==> src/rtl/matrix_stream_pkg.sv <==
// rtl/matrix_stream_pkg.sv - shared state encoding, frame geometry and golden value
// for the matrix operand source and its output checker.
package matrix_stream_pkg;

   typedef enum logic [1:0] {
      ST_WAIT = 2'd0,
      ST_SEND = 2'd1,
      ST_GAP  = 2'd2,
      ST_DONE = 2'd3
   } stream_state_t;

   localparam int DEFAULT_MATRIX_DIM = 6;

   // One frame carries matrix A followed by matrix B.
   function automatic int words_per_frame(input int dim);
      return 2 * dim * dim;
   endfunction

   localparam int          WORDS_PER_FRAME = words_per_frame(DEFAULT_MATRIX_DIM);
   localparam logic [31:0] GOLDEN_VALUE    = 32'd42;

endpackage

==> src/rtl/matrix_source_rt_if.sv <==
// rtl/matrix_source_rt_if.sv - operand stream from the source into the multiplier
// input port.
interface matrix_source_rt_if;

   logic        input_r_TVALID_0;
   logic        input_r_TLAST_0;
   logic [31:0] input_r_TDATA_0;
   logic        input_r_TREADY_0;

   modport master (
      output input_r_TVALID_0,
      output input_r_TLAST_0,
      output input_r_TDATA_0,
      input  input_r_TREADY_0
   );

   modport slave (
      input  input_r_TVALID_0,
      input  input_r_TLAST_0,
      input  input_r_TDATA_0,
      output input_r_TREADY_0
   );

endinterface

==> src/rtl/start_delay_timer.sv <==
// rtl/start_delay_timer.sv - 20-bit post-reset delay; expired is high on the cycle
// whose edge should leave the wait state.
module start_delay_timer #(
   parameter logic [19:0] DELAY = 20'd20000
) (
   input  logic clk,
   input  logic reset,
   input  logic enable,
   output logic expired
);

   // A zero delay behaves like a one-cycle delay: leave on the first edge.
   localparam logic [19:0] LAST_COUNT = (DELAY == 20'd0) ? 20'd0 : DELAY - 20'd1;

   logic [19:0] count;

   assign expired = enable && (count == LAST_COUNT);

   always_ff @(posedge clk or negedge reset) begin
      if (!reset) begin
         count <= '0;
      end else if (enable && !expired) begin
         count <= count + 20'd1;
      end
   end

endmodule

==> src/rtl/matrix_source_rt.sv <==
// rtl/matrix_source_rt.sv - self-timed operand source: after a start delay streams
// A then B as one TLAST-terminated frame per multiplication.
module matrix_source_rt
   import matrix_stream_pkg::*;
#(
   parameter logic [19:0] Start_Delay_Value = 20'd20000,
   parameter int          MATRIX_DIM        = DEFAULT_MATRIX_DIM,
   parameter logic [31:0] FILL_A            = 32'd1,
   parameter logic [31:0] FILL_B            = 32'd7,
   parameter logic [3:0]  NUM_FRAMES        = 4'd1,
   parameter logic [7:0]  GAP_CYCLES        = 8'd0
) (
   input  logic                      clk,
   input  logic                      reset,
   matrix_source_rt_if.master        input_r,
   output logic [3:0]                Frames_Sent,
   output logic                      Done
);

   localparam int WORDS   = words_per_frame(MATRIX_DIM);
   localparam int A_WORDS = MATRIX_DIM * MATRIX_DIM;
   localparam int IDX_W   = $clog2(WORDS);
   localparam logic [IDX_W-1:0] LAST_IDX = IDX_W'(WORDS - 1);

   stream_state_t    state, state_n;
   logic [IDX_W-1:0] idx, idx_n;
   logic [7:0]       gap_cnt, gap_cnt_n;
   logic             tvalid, tvalid_n;
   logic             tlast, tlast_n;
   logic [31:0]      tdata, tdata_n;
   logic [3:0]       frames, frames_n;
   logic             done, done_n;
   logic             delay_expired;
   logic             xfer;
   logic             last_frame;

   function automatic logic [31:0] word_data(input logic [IDX_W-1:0] i);
      return (int'(i) < A_WORDS) ? FILL_A : FILL_B;
   endfunction

   start_delay_timer #(
      .DELAY (Start_Delay_Value)
   ) u_start_delay_timer (
      .clk     (clk),
      .reset   (reset),
      .enable  (state == ST_WAIT),
      .expired (delay_expired)
   );

   assign xfer       = tvalid && input_r.input_r_TREADY_0;
   assign last_frame = (NUM_FRAMES != 4'd0) &&
                       (({1'b0, frames} + 5'd1) == {1'b0, NUM_FRAMES});

   always_comb begin
      state_n   = state;
      idx_n     = idx;
      gap_cnt_n = gap_cnt;
      tvalid_n  = tvalid;
      tlast_n   = tlast;
      tdata_n   = tdata;
      frames_n  = frames;
      done_n    = done;
      case (state)
         ST_WAIT: begin
            if (delay_expired) begin
               state_n  = ST_SEND;
               idx_n    = '0;
               tvalid_n = 1'b1;
               tdata_n  = word_data('0);
               tlast_n  = (LAST_IDX == '0);
            end
         end
         ST_SEND: begin
            if (xfer) begin
               if (idx == LAST_IDX) begin
                  frames_n = (frames == 4'hF) ? frames : frames + 4'd1;
                  idx_n    = '0;
                  if (last_frame) begin
                     state_n  = ST_DONE;
                     tvalid_n = 1'b0;
                     tlast_n  = 1'b0;
                     done_n   = 1'b1;
                  end else if (GAP_CYCLES == 8'd0) begin
                     tdata_n = word_data('0);
                     tlast_n = (LAST_IDX == '0);
                  end else begin
                     state_n   = ST_GAP;
                     gap_cnt_n = '0;
                     tvalid_n  = 1'b0;
                     tlast_n   = 1'b0;
                  end
               end else begin
                  idx_n   = idx + 1'b1;
                  tdata_n = word_data(idx + 1'b1);
                  tlast_n = ((idx + 1'b1) == LAST_IDX);
               end
            end
         end
         ST_GAP: begin
            // The edge that ends the last idle cycle presents word 0.
            if (gap_cnt == 8'(GAP_CYCLES - 8'd1)) begin
               state_n  = ST_SEND;
               tvalid_n = 1'b1;
               tdata_n  = word_data('0);
               tlast_n  = (LAST_IDX == '0);
            end else begin
               gap_cnt_n = gap_cnt + 8'd1;
            end
         end
         default: begin
            tvalid_n = 1'b0;
            tlast_n  = 1'b0;
            done_n   = 1'b1;
         end
      endcase
   end

   always_ff @(posedge clk or negedge reset) begin
      if (!reset) begin
         state   <= ST_WAIT;
         idx     <= '0;
         gap_cnt <= '0;
         tvalid  <= 1'b0;
         tlast   <= 1'b0;
         tdata   <= '0;
         frames  <= '0;
         done    <= 1'b0;
      end else begin
         state   <= state_n;
         idx     <= idx_n;
         gap_cnt <= gap_cnt_n;
         tvalid  <= tvalid_n;
         tlast   <= tlast_n;
         tdata   <= tdata_n;
         frames  <= frames_n;
         done    <= done_n;
      end
   end

   assign input_r.input_r_TVALID_0 = tvalid;
   assign input_r.input_r_TLAST_0  = tlast;
   assign input_r.input_r_TDATA_0  = tdata;
   assign Frames_Sent              = frames;
   assign Done                     = done;

endmodule
==> src/flat_wrapper.sv <==
// flat-port wrapper written by rule: the top's interface ports become plain ports
module matrix_source_rt_flat import matrix_stream_pkg::*;
#(
   parameter logic [19:0] Start_Delay_Value = 20'd20000,
   parameter int          MATRIX_DIM        = DEFAULT_MATRIX_DIM,
   parameter logic [31:0] FILL_A            = 32'd1,
   parameter logic [31:0] FILL_B            = 32'd7,
   parameter logic [3:0]  NUM_FRAMES        = 4'd1,
   parameter logic [7:0]  GAP_CYCLES        = 8'd0
)
  (clk, reset, Frames_Sent, Done, input_r_input_r_TVALID_0, input_r_input_r_TLAST_0, input_r_input_r_TDATA_0, input_r_input_r_TREADY_0);
  matrix_source_rt_if input_r_i ();
  input  logic clk;
  input  logic reset;
  output logic [3:0] Frames_Sent;
  output logic Done;
  output wire logic [$bits(input_r_i.input_r_TVALID_0)-1:0] input_r_input_r_TVALID_0;
  output wire logic [$bits(input_r_i.input_r_TLAST_0)-1:0] input_r_input_r_TLAST_0;
  output wire logic [$bits(input_r_i.input_r_TDATA_0)-1:0] input_r_input_r_TDATA_0;
  input wire logic [$bits(input_r_i.input_r_TREADY_0)-1:0] input_r_input_r_TREADY_0;
  assign input_r_input_r_TVALID_0 = input_r_i.input_r_TVALID_0;
  assign input_r_input_r_TLAST_0 = input_r_i.input_r_TLAST_0;
  assign input_r_input_r_TDATA_0 = input_r_i.input_r_TDATA_0;
  assign input_r_i.input_r_TREADY_0 = input_r_input_r_TREADY_0;
  matrix_source_rt #(.Start_Delay_Value(Start_Delay_Value), .MATRIX_DIM(MATRIX_DIM), .FILL_A(FILL_A), .FILL_B(FILL_B), .NUM_FRAMES(NUM_FRAMES), .GAP_CYCLES(GAP_CYCLES)) u_core (.clk(clk), .reset(reset), .input_r(input_r_i), .Frames_Sent(Frames_Sent), .Done(Done));
endmodule
==> config.mk <==
export PLATFORM = sky130hd
export DESIGN_NAME = matrix_source_rt_flat
export DESIGN_NICKNAME = d
export VERILOG_FILES = /design/src/rtl/matrix_stream_pkg.sv /design/src/rtl/matrix_source_rt_if.sv /design/src/rtl/start_delay_timer.sv /design/src/rtl/matrix_source_rt.sv /design/src/flat_wrapper.sv
export SDC_FILE = /design/constraint.sdc
export NUM_CORES = 1
export LEC_CHECK = 0
export BUFFER_PORTS_ARGS = -buffer_cell sky130_fd_sc_hd__buf_2
export CAP_MARGIN = 10
export CORE_MARGIN = 3
export CORE_UTILIZATION = 50
export CTS_BUF_LIST = sky130_fd_sc_hd__clkbuf_4 sky130_fd_sc_hd__clkbuf_8 sky130_fd_sc_hd__clkbuf_16
export DETAILED_ROUTE_END_ITERATION = 16
export PLACE_DENSITY_LB_ADDON = 0.1
export SLEW_MARGIN = 25
export SYNTH_ARGS = -nofsm -noshare
export SYNTH_HDL_FRONTEND = slang
export SYNTH_SLANG_ARGS = --single-unit
==> constraint.sdc <==
create_clock -name clk -period 2.13 [get_ports clk]
set_input_delay 0.426 -clock clk [delete_from_list [all_inputs] [get_ports clk]]
set_output_delay 0.426 -clock clk [all_outputs]
set_load 0.02 [all_outputs]
Word-level counts from Yosys, hierarchy flattened
Index checks and enable logic that the tools add are counted.
- RAM bits: 0
- logic and storage cells: 80
- latch bits: 0
- memories: 0
- ROM bits: 0
- output and inout port bits: 39
- register bits after elaboration: 76
- bitwise logic cells: 3
- $lt $le $gt $ge: 1
- add/subtract/negate cells: 5
- eq/ne operators: 14
- muxes and demuxes: 32
- $mul: 0
- divide/modulo/power cells: 0
- shift operators: 0
- reductions and logical operators: 16
- operators by type and width (operator ; number):
    32-bit 2-to-1 mux ; 5
    32-bit one-hot mux with 3 select lines ; 1
    7-bit 2-to-1 mux ; 3
    20-bit by 1-bit adder with 20-bit output (second input constant) ; 1
    20-bit by 15-bit equality test with 1-bit output (second input constant) ; 1
    7-bit equality test (second input constant) ; 2
    7-bit one-hot mux with 2 select lines ; 1
    1-bit 2-to-1 mux ; 12
    2-bit 2-to-1 mux ; 5
    2-bit by 1-bit inequality test with 1-bit output (second input constant) ; 5
    5-bit AND reduction ; 2
    8-bit by 1-bit adder with 8-bit output (second input constant) ; 1
    8-bit equality test (second input constant) ; 1
    4-bit AND reduction ; 2
    7-bit by 1-bit adder with 7-bit output (second input constant) ; 1
    7-bit by 6-bit less-than comparator with 1-bit output (second input constant) ; 1
    1-bit one-hot mux with 3 select lines ; 2
    2-bit one-hot mux with 3 select lines ; 1
    3-bit AND reduction ; 2
    6-bit AND reduction ; 1
    4-bit by 1-bit adder with 5-bit output (second input constant) ; 1
    5-bit by 1-bit equality test with 1-bit output (second input constant) ; 1
    4-bit by 1-bit adder with 4-bit output (second input constant) ; 1
    4-bit equality test (second input constant) ; 1
    other kinds (13) ; 17

Depth between registers and ports, before layout
- depth in word-level cells: 6
- gate-level depth with buffers: 7

Cells and area by module
A second synthesis with hierarchy kept.
- cell total of the unflattened synthesis: 253
- area, all modules: 2600.0 um^2
- by module, submodules not included (module ; times used ; sequential area each (um^2) ; area each (um^2) ; cells each):
    matrix_source_rt ; 1 ; 650.6 ; 1649.1 ; 171
    start_delay_timer ; 1 ; 500.5 ; 950.9 ; 82

Worst setup path before layout
Ideal clock, no wire load.
- kind: reg2reg
- from: register u_core.idx[0]
- to: register u_core.frames[1] (netlist: u_core.Frames_Sent[1])
- clock period less this slack: 1.784 ns
- stages on the path, launching flop included: 8
- required time: 2.002 ns
- path slack: 0.346 ns
- data arrival time: 1.656 ns
- path through: dfrtp_1 > ha_1 > buf_2 > nand2_1 > nor4_2 > and2_1 > nand2_1 > mux2_1
- word-level cells in the longest chain between the ends: 2
- ends and longest elaborated chain (what ; RTL line ; source):
    from (decl) ; matrix_source_rt.sv:26 ; logic [IDX_W-1:0] idx, idx_n;
    from (signal assigned) ; matrix_source_rt.sv:130 ; idx <= idx_n;
    7-bit equality test ; matrix_source_rt.sv:75 ; if (idx == LAST_IDX) begin
    4-bit AND reduction (no line) ; -- ;
    to (signal assigned) ; matrix_source_rt.sv:135 ; frames <= frames_n;
    to (decl) ; matrix_source_rt.sv:31 ; logic [3:0] frames, frames_n;
No other way between the ends.
A chain may end at the register's enable or synchronous reset.

Worst setup path in the final report
- from: register u_core.u_start_delay_timer.count[0]
- to: register u_core.u_start_delay_timer.count[10]
- word-level cells in the longest chain between the ends: 4
- elaborated cells between the ends (all ways): 5
- ends and longest elaborated chain (what ; RTL line ; source):
    from (decl) ; start_delay_timer.sv:15 ; logic [19:0] count;
    from (signal assigned) ; start_delay_timer.sv:23 ; count <= count + 20'd1;
    parallel branches: the longest is 4 deep, another holds 20-bit by 1-bit adder with 20-bit output ; -- ;
Parallel ways; which one is timed is not known.

==> out/results.ini <==
[clock_tree]
postCtsHoldBufs = 0
cts_buffer_depth = 2
cts_tree = done
post_cts_buffers = 0
cts_resized = 0
clock-sinks = 46
cts_buffers = 5
insertion_delay_ps = 290
htree_levels = 2
clock-root-buffer = clkbuf_8
cts.clk_slew.worst_paths_ps = 80

[cells_and_area]
register_area_mm2 = 0.00115
area_delta_synth_final_pct = 8.02
final_common_cell = dfrtp_1
antenna_cells = 0
final_cell_mix = dfrtp_1 (46), conb_1 (29), nand2_1 (23)
multi_input_area_mm2 = 0.00138
final_cell_area_mm2 = 0.00293
final_nets = 304
drive_gt1_frac = 0.142
fillerInstances = 480

[sta]
min_period_ps = 1840
rsz0062_at_grt = no
clock_skew_ps = 7.50
hold_viol_final = 0
setup_violations = 0
max_freq_mhz = 543
finalCritPeriodShare = 0.865
tns_ps = 0
slew_violations = 0

[global_routing]
grt_pass1_vias = 1748
antenna_found_initial = 0
grt-ovfl-total = 0
grt_usage = 0.164
grt_pass1_wl_mm = 8.18
grt_start_max_net_pins = 47

[routing]
wl_per_cell_um = 13.0
first_pass_iters = 4
viasPerCell = 5.10
postRouteAntennaNets = 0
vias = 1867
wl_mm = 4.75
drc = 0
drtIter0Drc = 115

[setup_path]
timing.critical_path.to_type = flop
cp.required_ps = 2350
crit_end = u_core.u_start_delay_timer.count[10]$_DFFE_PN0P_
critPathLaunch = u_core.u_start_delay_timer.count[0]$_DFFE_PN0P_
critical_path_class = flop to flop
reg2reg_depth = 7
critPathLaunchType = flop
cp_max_fo = 14
cp.arrival_ps = 2060
r2r-end = u_core.u_start_delay_timer.count[10]$_DFFE_PN0P_
r2r_start = u_core.u_start_delay_timer.count[0]$_DFFE_PN0P_
regToRegSetupSlack_ps = 290

[place]
hpwl_mm = 3.42
gp_congestion = 0.777
portBuffers = 12
dpl_cell_area_mm2 = 0.00278

[logic_synthesis]
synth-seq-cells = 46
syn_area_mm2 = 0.00271
seq_area_frac_synth = 0.424
netlist_instances = 276
synth_edf_count = 0
synth.largest_area_cell = dfrtp_1
postSynth.asyncResetShare = 1.00
synth_top_flop_cell = dfrtp_1
synth_area_leaders = dfrtp_1 (42%), buf_4 (8.3%), xnor2_1 (4.8%)
yosysUniqueCellTypes = 51
ys.warnings.count = 0
avgSynthCellArea_um2 = 9.83
synth_top_area_frac = 0.424

[power_and_ir_drop]
p_clk_frac = 0.456
leakagePower_nw = 1.36
netSwitchingFraction = 0.204
p_comb_frac = 0.039
p_switching_mw = 0.352
ir_drop_mv = 0.414
p_total_mw = 1.73
seqPwrFrac = 0.504
p_per_area_mw_per_mm2 = 590
intPower_mw = 1.38

[die]
core-area_mm2 = 0.00517
io_pins = 42
fp-row-count = 26
die_h_um = 79.7
start_util = 0.525
dieArea_mm2 = 0.00635
die_x_um = 79.7

[run]
cap_viol_max_count = 0

[outcome]
status = complete, no violations

[worst_hold_path]
hp-class = input port to asynchronous set/reset pin

[Yosys cell counts, drive strengths merged, types with 7 or more instances]
library cell / count
buf: 35
o21ai: 7
nor2: 20
xor2: 14
xnor2: 15
a21oi: 8
nand2b: 8
dfrtp: 46
nand3: 12
nand2: 23
nor3: 11
inv: 9
nand4: 8
[power groups by stage]
stage	logic [mW]	registers [mW]	clock network, mW
after floorplan	0.0852	0.890	0
after global placement	0.0693	0.890	0
after detailed placement	0.0694	0.890	0
after CTS	0.0692	0.872	0.815
after global routing	0.0761	0.872	0.844
final	0.0683	0.872	0.790
[through the flow]
stage | utilization | setup slack [ps] | hold slack, ps | instances
6_report | 0.567 | 287 | 84.4 | 366
5_1_grt | 0.567 | 138 | 94.0 | 366
4_1_cts | 0.566 | 236 | 105 | 366
3_5_place_dp | 0.538 | 275 | 431 | 358
3_3_place_gp | 0.538 | 323 | 429 | 358
2_1_floorplan | - | 346 | 130 | 304
[logic make-up (layout without fill, tap and decap cells)]
| logic type | Yosys count | count (layout) | share of synthesized area |
|---|---|---|---|
| simple gates | 106 | 106 | 0.228 |
| flops | 46 | 46 | 0.424 |
| buf+inv | 46 | 38 | 0.110 |
| compound gates | 37 | 37 | 0.0945 |
| xor+xnor | 29 | 29 | 0.0936 |
| fa+ha+maj | 6 | 6 | 0.0277 |
| mux | 5 | 5 | 0.0212 |
| other cells | 1 | 29 | 0.00138 |
[layout make-up]
class,instances,area share
inverter,9,0.0115
clock inverter,2,0.0205
sequential,46,0.393
multi-input combinational,212,0.469
tap,70,0.0299
clock buffer,6,0.0282
timing repair buffer,21,0.0478
[worst max-delay path: stages, from the launching register on]
cell	delay, ps
dfrtp_1	420
ha_1	220
nand3_1	140
nand4bb_4	210
o21ai_2	70
buf_4	190
nor4_1	340
xor2_1	170
[worst min-delay path by stage]
stage / from / endpoint / slack (ps) / cells after the start
3_3_place_gp: reset / u_core.idx[5]$_DFFE_PN0P_ / 430 / 2
3_5_place_dp: reset / u_core.idx[3]$_DFFE_PN0P_ / 430 / 2
2_1_floorplan: reset / u_core.Done$_DFFE_PN0P_ / 130 / 0
6_report: reset / u_core.idx[3]$_DFFE_PN0P_ / 80 / 2
4_1_cts: reset / u_core.input_r.input_r_TDATA_0[1]$_DFFE_PN0P_ / 110 / 2
5_1_grt: reset / u_core.idx[3]$_DFFE_PN0P_ / 90 / 2
[registers in the layout (all words and copies together) (netlist names)]
| register | cells |
|---|---|
| u_core.input_r.input_r_TVALID_0 | 1 |
| u_core.input_r.input_r_TDATA_0 | 2 |
| u_core.idx | 7 |
| u_core.state | 2 |
| u_core.input_r.input_r_TLAST_0 | 1 |
| u_core.Done | 1 |
| u_core.u_start_delay_timer.count | 20 |
| u_core.gap_cnt | 8 |
| u_core.Frames_Sent | 4 |
[metal layers]
metal  wire length (um)  GRT usage
met1               2370      0.232
met2               2170      0.246
met3                181     0.0485
met4                 30     0.0361
met5                  0          0
No activity file was read; power rests on OpenSTA's default activity.
